--- config.mk ---
export PLATFORM = sky130hd
export DESIGN_NAME = mem_port_arbiter_flat
export DESIGN_NICKNAME = d
export VERILOG_FILES = /design/src/rtl/mem_port_arbiter_pkg.sv /design/src/rtl/mem_port_arbiter_if.sv /design/src/rtl/mem_arb_wdog.sv /design/src/rtl/mem_port_arbiter.sv /design/src/flat_wrapper.sv
export SDC_FILE = /design/constraint.sdc
export NUM_CORES = 1
export LEC_CHECK = 0
export CAP_MARGIN = 5
export CELL_PAD_IN_SITES_DETAIL_PLACEMENT = 1
export CELL_PAD_IN_SITES_GLOBAL_PLACEMENT = 1
export CORE_UTILIZATION = 34
export CTS_CLUSTER_SIZE = 14
export DETAILED_ROUTE_END_ITERATION = 6
export PLACE_DENSITY = 0.9
export SYNTH_ARGS = -nofsm -noshare
export SYNTH_HDL_FRONTEND = slang
export SYNTH_SLANG_ARGS = --single-unit
--- constraint.sdc ---
create_clock -name clk -period 2.9 [get_ports clk]
set_input_delay 0.29 -clock clk [delete_from_list [all_inputs] [get_ports clk]]
set_output_delay 0.29 -clock clk [all_outputs]
set_load 0.1 [all_outputs]
--- src/rtl/mem_port_arbiter_pkg.sv ---
// Shared state encodings, error word and grant rule for the fetch/load-store RAM arbiter.
package mem_port_arbiter_pkg;

    localparam logic [2:0] ARB_IDLE     = 3'd0;
    localparam logic [2:0] ARB_GNT_IF   = 3'd1;
    localparam logic [2:0] ARB_GNT_MEM  = 3'd2;
    localparam logic [2:0] ARB_DONE_IF  = 3'd3;
    localparam logic [2:0] ARB_DONE_MEM = 3'd4;

    localparam logic [31:0] ARB_ERR_WORD = 32'hDEAD_BEEF;

    typedef enum logic {
        SRC_IF  = 1'b0,
        SRC_MEM = 1'b1
    } src_e;

    // MEM wins unless IF is also waiting and MEM had the previous grant.
    function automatic src_e pick_src(input logic mem_pend, input logic if_pend, input logic last_mem);
        return (mem_pend && (!if_pend || !last_mem)) ? SRC_MEM : SRC_IF;
    endfunction

endpackage

--- src/rtl/mem_port_arbiter_if.sv ---
// Pipeline-side and RAM-side signals of the arbiter; slave is the arbiter's view, master the surroundings.
interface mem_port_arbiter_if #(
    parameter int ADDR_W = 32,
    parameter int DATA_W = 32
);
    logic              if_req;
    logic [ADDR_W-1:0] if_addr;
    logic [DATA_W-1:0] if_rdata;
    logic              if_done;
    logic              mem_re;
    logic              mem_we;
    logic [ADDR_W-1:0] mem_addr;
    logic [DATA_W-1:0] mem_wdata;
    logic [DATA_W-1:0] mem_rdata;
    logic              mem_done;
    logic              stall_if;
    logic              stall_mem;
    logic              ram_req;
    logic              ram_we;
    logic [ADDR_W-1:0] ram_addr;
    logic [DATA_W-1:0] ram_wdata;
    logic [DATA_W-1:0] ram_rdata;
    logic              ram_ack;
    logic              bus_err;

    modport slave (
        input  if_req, if_addr, mem_re, mem_we, mem_addr, mem_wdata, ram_rdata, ram_ack,
        output if_rdata, if_done, mem_rdata, mem_done, stall_if, stall_mem,
               ram_req, ram_we, ram_addr, ram_wdata, bus_err
    );

    modport master (
        output if_req, if_addr, mem_re, mem_we, mem_addr, mem_wdata, ram_rdata, ram_ack,
        input  if_rdata, if_done, mem_rdata, mem_done, stall_if, stall_mem,
               ram_req, ram_we, ram_addr, ram_wdata, bus_err
    );

endinterface

--- src/rtl/mem_arb_wdog.sv ---
// Purpose: counts cycles spent waiting for ram_ack; only built with MEM_ARB_TIMEOUT_EN.
// Latency: o_expire is combinational on the TIMEOUT-th counted cycle after i_load.
// Backpressure: none; the arbiter abandons the access on o_expire.
`ifdef MEM_ARB_TIMEOUT_EN
module mem_arb_wdog #(
    parameter int unsigned TIMEOUT = 255
) (
    input  logic clk,
    input  logic rst,
    input  logic i_load,
    input  logic i_count,
    output logic o_expire
);
    localparam int CW = $clog2(TIMEOUT + 1);

    logic [CW-1:0] r_cnt;

    // r_cnt holds the number of waiting cycles already completed.
    assign o_expire = i_count && (r_cnt == CW'(TIMEOUT - 1));

    always_ff @(posedge clk or negedge rst) begin
        if (!rst) begin
            r_cnt <= '0;
        end else if (i_load) begin
            r_cnt <= '0;
        end else if (i_count && !o_expire) begin
            r_cnt <= r_cnt + 1'b1;
        end
    end

endmodule
`endif

--- src/rtl/mem_port_arbiter.sv ---
// Purpose: shares one RAM port between fetch and load/store, alternating when both wait (option MEM_ARB_TIMEOUT_EN).
// Latency: request seen in IDLE -> ram_req next cycle -> done pulse the cycle after ram_ack.
// Backpressure: requesters are held via stall_if/stall_mem; ram_req is held until ram_ack.
module mem_port_arbiter
    import mem_port_arbiter_pkg::*;
#(
    parameter int          ADDR_W  = 32,
    parameter int          DATA_W  = 32,
    parameter int unsigned TIMEOUT = 255
) (
    input logic               clk,
    input logic               rst,
    mem_port_arbiter_if.slave bus
);
    logic [2:0]        r_state;
    logic              r_last_mem;
    logic              r_ram_req;
    logic              r_ram_we;
    logic [ADDR_W-1:0] r_ram_addr;
    logic [DATA_W-1:0] r_ram_wdata;
    logic [DATA_W-1:0] r_if_rdata;
    logic [DATA_W-1:0] r_mem_rdata;
    logic              r_if_done;
    logic              r_mem_done;

    logic w_mem_pend;
    logic w_grant;
    logic w_sel_mem;
    logic w_in_gnt;
    logic w_expire;
    logic w_end;

    if (TIMEOUT == 0) begin : g_bad_timeout
        $error("TIMEOUT must be at least 1");
    end

    assign w_mem_pend = bus.mem_re | bus.mem_we;
    assign w_grant    = (r_state == ARB_IDLE) && (w_mem_pend || bus.if_req);
    assign w_sel_mem  = (pick_src(w_mem_pend, bus.if_req, r_last_mem) == SRC_MEM);
    assign w_in_gnt   = (r_state == ARB_GNT_IF) || (r_state == ARB_GNT_MEM);
    assign w_end      = w_in_gnt && (bus.ram_ack || w_expire);

`ifdef MEM_ARB_TIMEOUT_EN
    logic r_bus_err;

    mem_arb_wdog #(.TIMEOUT(TIMEOUT)) u_wdog (
        .clk      (clk),
        .rst      (rst),
        .i_load   (w_grant),
        .i_count  (w_in_gnt),
        .o_expire (w_expire)
    );

    always_ff @(posedge clk or negedge rst) begin
        if (!rst) begin
            r_bus_err <= 1'b0;
        end else if (w_in_gnt && w_expire && !bus.ram_ack) begin
            r_bus_err <= 1'b1;
        end
    end

    assign bus.bus_err = r_bus_err;
`else
    assign w_expire    = 1'b0;
    assign bus.bus_err = 1'b0;
`endif

    always_ff @(posedge clk or negedge rst) begin
        if (!rst) begin
            r_state     <= ARB_IDLE;
            r_last_mem  <= 1'b0;
            r_ram_req   <= 1'b0;
            r_ram_we    <= 1'b0;
            r_ram_addr  <= '0;
            r_ram_wdata <= '0;
            r_if_rdata  <= '0;
            r_mem_rdata <= '0;
            r_if_done   <= 1'b0;
            r_mem_done  <= 1'b0;
        end else begin
            r_if_done  <= 1'b0;
            r_mem_done <= 1'b0;
            case (r_state)
                ARB_IDLE: begin
                    if (w_grant) begin
                        r_ram_req  <= 1'b1;
                        r_last_mem <= w_sel_mem;
                        if (w_sel_mem) begin
                            r_state     <= ARB_GNT_MEM;
                            r_ram_we    <= bus.mem_we;
                            r_ram_addr  <= bus.mem_addr;
                            r_ram_wdata <= bus.mem_wdata;
                        end else begin
                            r_state    <= ARB_GNT_IF;
                            r_ram_we   <= 1'b0;
                            r_ram_addr <= bus.if_addr;
                        end
                    end
                end
                ARB_GNT_IF: begin
                    if (w_end) begin
                        r_state    <= ARB_DONE_IF;
                        r_ram_req  <= 1'b0;
                        r_ram_we   <= 1'b0;
                        r_if_done  <= 1'b1;
                        r_if_rdata <= bus.ram_ack ? bus.ram_rdata : DATA_W'(ARB_ERR_WORD);
                    end
                end
                ARB_GNT_MEM: begin
                    if (w_end) begin
                        r_state    <= ARB_DONE_MEM;
                        r_ram_req  <= 1'b0;
                        r_ram_we   <= 1'b0;
                        r_mem_done <= 1'b1;
                        // A completed store leaves the last load result visible.
                        if (!bus.ram_ack) begin
                            r_mem_rdata <= DATA_W'(ARB_ERR_WORD);
                        end else if (!r_ram_we) begin
                            r_mem_rdata <= bus.ram_rdata;
                        end
                    end
                end
                ARB_DONE_IF, ARB_DONE_MEM: r_state <= ARB_IDLE;
                default:                   r_state <= ARB_IDLE;
            endcase
        end
    end

    assign bus.ram_req   = r_ram_req;
    assign bus.ram_we    = r_ram_we;
    assign bus.ram_addr  = r_ram_addr;
    assign bus.ram_wdata = r_ram_wdata;
    assign bus.if_rdata  = r_if_rdata;
    assign bus.mem_rdata = r_mem_rdata;
    assign bus.if_done   = r_if_done;
    assign bus.mem_done  = r_mem_done;
    assign bus.stall_if  = bus.if_req & ~r_if_done;
    assign bus.stall_mem = w_mem_pend & ~r_mem_done;

endmodule

--- src/flat_wrapper.sv ---
// flat-port wrapper written by rule: the top's interface ports become plain ports
module mem_port_arbiter_flat import mem_port_arbiter_pkg::*;
#(
    parameter int          ADDR_W  = 32,
    parameter int          DATA_W  = 32,
    parameter int unsigned TIMEOUT = 255
)
  (clk, rst, bus_if_req, bus_if_addr, bus_mem_re, bus_mem_we, bus_mem_addr, bus_mem_wdata, bus_ram_rdata, bus_ram_ack, bus_if_rdata, bus_if_done, bus_mem_rdata, bus_mem_done, bus_stall_if, bus_stall_mem, bus_ram_req, bus_ram_we, bus_ram_addr, bus_ram_wdata, bus_bus_err);
  mem_port_arbiter_if #(.ADDR_W(ADDR_W), .DATA_W(DATA_W)) bus_i ();
  input logic clk;
  input logic rst;
  input wire logic [$bits(bus_i.if_req)-1:0] bus_if_req;
  input wire logic [$bits(bus_i.if_addr)-1:0] bus_if_addr;
  input wire logic [$bits(bus_i.mem_re)-1:0] bus_mem_re;
  input wire logic [$bits(bus_i.mem_we)-1:0] bus_mem_we;
  input wire logic [$bits(bus_i.mem_addr)-1:0] bus_mem_addr;
  input wire logic [$bits(bus_i.mem_wdata)-1:0] bus_mem_wdata;
  input wire logic [$bits(bus_i.ram_rdata)-1:0] bus_ram_rdata;
  input wire logic [$bits(bus_i.ram_ack)-1:0] bus_ram_ack;
  output wire logic [$bits(bus_i.if_rdata)-1:0] bus_if_rdata;
  output wire logic [$bits(bus_i.if_done)-1:0] bus_if_done;
  output wire logic [$bits(bus_i.mem_rdata)-1:0] bus_mem_rdata;
  output wire logic [$bits(bus_i.mem_done)-1:0] bus_mem_done;
  output wire logic [$bits(bus_i.stall_if)-1:0] bus_stall_if;
  output wire logic [$bits(bus_i.stall_mem)-1:0] bus_stall_mem;
  output wire logic [$bits(bus_i.ram_req)-1:0] bus_ram_req;
  output wire logic [$bits(bus_i.ram_we)-1:0] bus_ram_we;
  output wire logic [$bits(bus_i.ram_addr)-1:0] bus_ram_addr;
  output wire logic [$bits(bus_i.ram_wdata)-1:0] bus_ram_wdata;
  output wire logic [$bits(bus_i.bus_err)-1:0] bus_bus_err;
  assign bus_i.if_req = bus_if_req;
  assign bus_i.if_addr = bus_if_addr;
  assign bus_i.mem_re = bus_mem_re;
  assign bus_i.mem_we = bus_mem_we;
  assign bus_i.mem_addr = bus_mem_addr;
  assign bus_i.mem_wdata = bus_mem_wdata;
  assign bus_i.ram_rdata = bus_ram_rdata;
  assign bus_i.ram_ack = bus_ram_ack;
  assign bus_if_rdata = bus_i.if_rdata;
  assign bus_if_done = bus_i.if_done;
  assign bus_mem_rdata = bus_i.mem_rdata;
  assign bus_mem_done = bus_i.mem_done;
  assign bus_stall_if = bus_i.stall_if;
  assign bus_stall_mem = bus_i.stall_mem;
  assign bus_ram_req = bus_i.ram_req;
  assign bus_ram_we = bus_i.ram_we;
  assign bus_ram_addr = bus_i.ram_addr;
  assign bus_ram_wdata = bus_i.ram_wdata;
  assign bus_bus_err = bus_i.bus_err;
  mem_port_arbiter #(.ADDR_W(ADDR_W), .DATA_W(DATA_W), .TIMEOUT(TIMEOUT)) u_core (.clk(clk), .rst(rst), .bus(bus_i));
endmodule
Word-level counts from Yosys, hierarchy flattened
Index checks and enable logic that the tools add are counted.

operators by class
  equality and inequality tests = 7
  add/subtract/negate cells = 0
  bitwise logic cells = 5
  order comparisons = 0
  reduce and logical (&&, ||, !) cells = 17
  shift-type cells = 0
  divide/modulo/power cells = 0
  multiplexer cells = 19
  multiply operators = 0

operator list
  kind                                                   number
  two-way mux 32 bit                                     4
  AND reduction 3 bit                                    4
  two-way mux 3 bit                                      3
  one-hot mux 3 bit (3 select lines)                     1
  two-way mux 1 bit                                      8
  inequality test 2 x 1 -> 1 bit, second input constant  4
  one-hot mux 1 bit (2 select lines)                     2
  AND reduction 2 bit                                    2
  == test 3 x 1 -> 1 bit, second input constant          1
  == test 3 x 2 -> 1 bit, second input constant          1
  logical AND 1 bit                                      3
  logical NOT 3 bit                                      1
  logical OR 1 bit                                       3
  bitwise AND 1 bit                                      2
  logical NOT 1 bit                                      2
  two-way mux 2 bit                                      1
  inequality test 2 bit, second input constant           1
  NOT 1 bit                                              2
  nonzero test 2 bit                                     1
  OR reduction 2 bit                                     1
  bitwise OR 1 bit                                       1

word-level totals
  bits in latches = 0
  word-level logic and storage cells = 58
  flip-flop bits (word level) = 136
  bits of input ports = 134
  memory bits (read-only) = 0
  memory bits (writable) = 0
  memories = 0
  output and inout port bits = 135

Logic depth before layout (Yosys ltp)
  depth after elaboration = 7
  mapped depth = 5

Worst setup path after synthesis
Ideal clock, no wire load.

  path kind = register to output
  start = register u_core.r_if_done (netlist: u_core.bus.if_done)
  end = output port bus_stall_if
  data required time = 2.610 ns
  path slack = 0.399 ns
  data arrival time = 2.211 ns
  stages on the path, launching flop included = 2
  path through = dfrtp_1 -> nor2b_1

between the ends
  cells in the longest elaborated chain, start to end = 2

ends and longest elaborated chain
  what                      line                     text
  start: declaration        mem_port_arbiter.sv:23   logic r_if_done;
  start signal: assignment  mem_port_arbiter.sv:78   r_if_done <= 1'b0;
  start signal: assignment  mem_port_arbiter.sv:81   r_if_done <= 1'b0;
  start signal: assignment  mem_port_arbiter.sv:105  r_if_done <= 1'b1;
  NOT 1 bit                 mem_port_arbiter.sv:137  assign bus.stall_if = bus.if_req & ~r_if_done;
  bitwise AND 1 bit         mem_port_arbiter.sv:137
  end: declaration          flat_wrapper.sv:24       output wire logic [$bits(bus_i.stall_if)-1:0] bus_stall_if;

Every way passes these cells.

Final worst setup path
  start = input port bus_mem_we
  end = register u_core.r_ram_addr[6] (netlist: u_core.bus.ram_addr[6])

between the ends
  cells in the longest elaborated chain, start to end = 4
  elaborated cells between the ends (all ways) = 7

ends and longest elaborated chain
  what                                                              line                                                text
  start: declaration                                                flat_wrapper.sv:15                                  input wire logic [$bits(bus_i.mem_we)-1:0] bus_mem_we;
  bitwise OR 1 bit (*)                                              mem_port_arbiter.sv:37                              assign w_mem_pend = bus.mem_re | bus.mem_we;
  logical AND 1 bit / logical OR 1 bit (equally long branches)      mem_port_arbiter_pkg.sv:19, mem_port_arbiter.sv:38
  two-way mux 1 bit / logical AND 1 bit (equally long branches)     mem_port_arbiter_pkg.sv:19, mem_port_arbiter.sv:38
  two-way mux 32 bit / AND reduction 2 bit (equally long branches)  n/a
  end signal: assignment                                            mem_port_arbiter.sv:91                              r_ram_addr <= bus.mem_addr;
  end signal: assignment                                            mem_port_arbiter.sv:96                              r_ram_addr <= bus.if_addr;
  end: declaration                                                  mem_port_arbiter.sv:19                              logic [ADDR_W-1:0] r_ram_addr;

Mark *: on every way between the ends. The rest lies on a longest branch, timed or not.
A chain may end at the register's enable or synchronous reset.

==> impl_metrics.csv <==
group,metric,value,unit
run_status,outcome,"complete, no violations",
layout,final_core_util,0.5512,
layout,layout.nets,758,
layout,drive_above_1_share,0.5212,
clocking,clk_latency,0.42,ns
critical_path,critical_path.max_stage_delay,0.82,ns
critical_path,path_class,"primary input to flip-flop",
timing,setup_tns,0,ns
timing,layout_min_cycle_time,2.066,ns
timing,max-slew-margin-rel,0.3534,
critical_path,slowest_stage,"o2bb2ai_4",
floorplan,initial_utilization,0.3494,
floorplan,die_w,130.0,um
critical_path,worstPathRequired,3.19,ns
floorplan,ios,269,
placement,dpl_cell_area,8133,um2
clocking,post_cts_buffers,0,
logic_synthesis,ys_seq_elements,136,
routing,top_layer,"met4",
critical_path,crit_arrival,2.36,ns
timing,fmax,484.1,MHz
logic_synthesis,syn_inst,350,
critical_path,startpoint_type,"primary input",
routing,met2_length,8319,um
clocking,htree_levels,4,
global_route,grt_pass1_vias,4545,
routing,first_pass_iters,4,
routing,wl_met3,1557,um
routing,drt_wl_total,16050,um
critical_path,crit_fanout,33,
logic_synthesis,yosys.area.top_type_share,0.6110,
clocking,cts_tree,"yes",
routing,vias,4012,
logic_synthesis,yosys.area.top_type,"dfrtp_1",
routing,wl_per_cell,18.82,um
routing,first_iter_violations,60,
logic_synthesis,synth_area_leaders,"dfrtp_1 61%, mux2_2 31%, buf_2 1.3%",
critical_path,worstPathCellList,"clkdlybuf4s50_1, o2bb2ai_4, mux2_2, mux2_1",
placement,place_congestion,0.7326,
layout,final_common_cell,"mux2_2",
global_route,grt_pass1_wl,24340,um
min_path,hp-class,"primary input to async pin",
flow_run,maxCapViolCount,0,
routing,ant_nets,0,
timing,setup_viol,0,
clocking,numClockSinks,136,
timing,hold_viol_final,0,
placement,portBuffers,267,
timing,skew,0.006608,ns
critical_path,end_kind,"flip-flop",
timing,final_max_slew_viol_count,0,
layout,area_growth,57.75,%
clocking,clock_path_buffers,2,
layout,diodes,0,
timing,rsz0062_at_grt,"no",
global_route,antenna_found_initial,0,
routing,m1WireLength,5856,um
logic_synthesis,yosysWarnings,0,
layout,fillers,1585,
logic_synthesis,syn_avg_cell_area,15.92,um2
placement,dpl.hpwl,11760,um
logic_synthesis,synth_nets,484,
timing,timing.final.crit_share,0.7123,
timing,tightest_slew,0.9684,ns
clocking,clkTransAtPathRegs,0.06,ns
floorplan,core,15940,um2
floorplan,rows,46,
clocking,cts-buffers-inserted,17,
global_route,grtUsageTotal,0.1926,
layout,mostFrequentLayoutCells,"155 x mux2_2, 139 x buf_4, 136 x dfrtp_1",
routing,drc,0,
layout,final_area,8787,um2
logic_synthesis,synth_area,5570,um2
routing,avgViaCountPerCell,4.703,
global_route,grt-ovfl-total,0,
floorplan,die_y,130.0,um
logic_synthesis,synth.distinct_cells,25,
floorplan,dieArea,16900,um2
logic_synthesis,ys_seq_area_frac,0.6110,
global_route,grt_max_degree,57,
clocking,cts_root_buf,"clkbuf_16",
-- area by class of cell --
cell class              count  area [um2]  area share
flip-flops and latches    136        3403      0.3873
multi-input cells         191        2048      0.2331
clock inverters             9       136.4     0.01552
well taps                 216       270.3     0.03076
clock buffers              23       508.0     0.05781
inverters                   4       15.01    0.001709
repair buffers            274        2406      0.2738
-- final timing paths --
kind,start,to,slack (ns),depth (start not counted)
max in group asynchronous,rst,u_core.bus.mem_rdata[11],1.70,3
setup / recovery,bus_mem_we,u_core.bus.ram_addr[6],0.83,4
hold / removal,rst,u_core.bus.ram_addr[20],0.43,2
hold reg to reg,u_core.bus.ram_addr[6],u_core.bus.ram_addr[6],0.49,1
min in group clk,bus_mem_wdata[5],u_core.bus.ram_wdata[5],0.49,2
setup reg to reg,u_core.r_state[2],u_core.bus.mem_rdata[22],0.86,4
-- metal layers --
layer / track usage / vias to the layer above
met4: 0.07387 / 0
met5: 0 / -
met2: 0.3400 / 181
met3: 0.07708 / 26
met1: 0.2065 / 2005
li1: - / 1800
-- cell usage after synthesis --
cell and instances:
nor4b_4 1, nor2b_1 1, a21boi_0 1, nand2b_1 1
o31ai_1 1, buf_4 1, mux2_1 5, dfrtp_1 136
inv_1 4, nor2_1 4, a2bb2oi_1 1, nor4_4 1
buf_6 4, mux2_2 155, a21oi_1 2, conb_1 1
nor3b_1 3, nand3_1 2, nor3_4 1, nor3_1 1
o21ai_0 5, a211o_1 1, nand2_1 1, o2bb2ai_1 3
buf_2 14
-- metrics by stage --
step	hold WS (ns)	cells	setup slack (ns)
2_1_floorplan	-0.005591	350	0.3993
3_3_place_gp	0.2964	820	0.4457
3_5_place_dp	0.3007	820	0.3772
4_1_cts	0.4336	853	0.8263
5_1_grt	0.4753	853	0.7383
6_report	0.4309	853	0.8344
-- state kept, by name (all words and copies together), names as in the netlist --
register and count:
u_core.bus.if_rdata 32, u_core.bus.mem_done 1, u_core.bus.mem_rdata 32, u_core.bus.ram_addr 32, u_core.r_state 3, u_core.bus.ram_we 1
u_core.r_last_mem 1, u_core.bus.ram_wdata 32, u_core.bus.if_done 1, u_core.bus.ram_req 1
-- critical path: cells and delay by family --
kind	cells	cell delay, ns
muxes	2	0.71
buffers and inverters	1	0.52
AOI/OAI and AO/OA	1	0.82
-- logic make-up after synthesis --
family / after synthesis / synth area share
multiplexers: 160 / 0.3234
flip-flops: 136 / 0.6110
buffers and inverters: 23 / 0.02471
AND/OR/NAND/NOR: 16 / 0.02336
AO/OA/AOI/OAI: 14 / 0.01685
other: 1 / 0.0006732
-- timing repair --
item / CTS / global route
gates resized for setup: 0 / 0
hold buffers: 1 / 0
endpoints found under the hold margin: 54 / 0
Power is not shown: default switching activity piles up to over one toggle a cycle in this logic, so the estimate is an artifact.
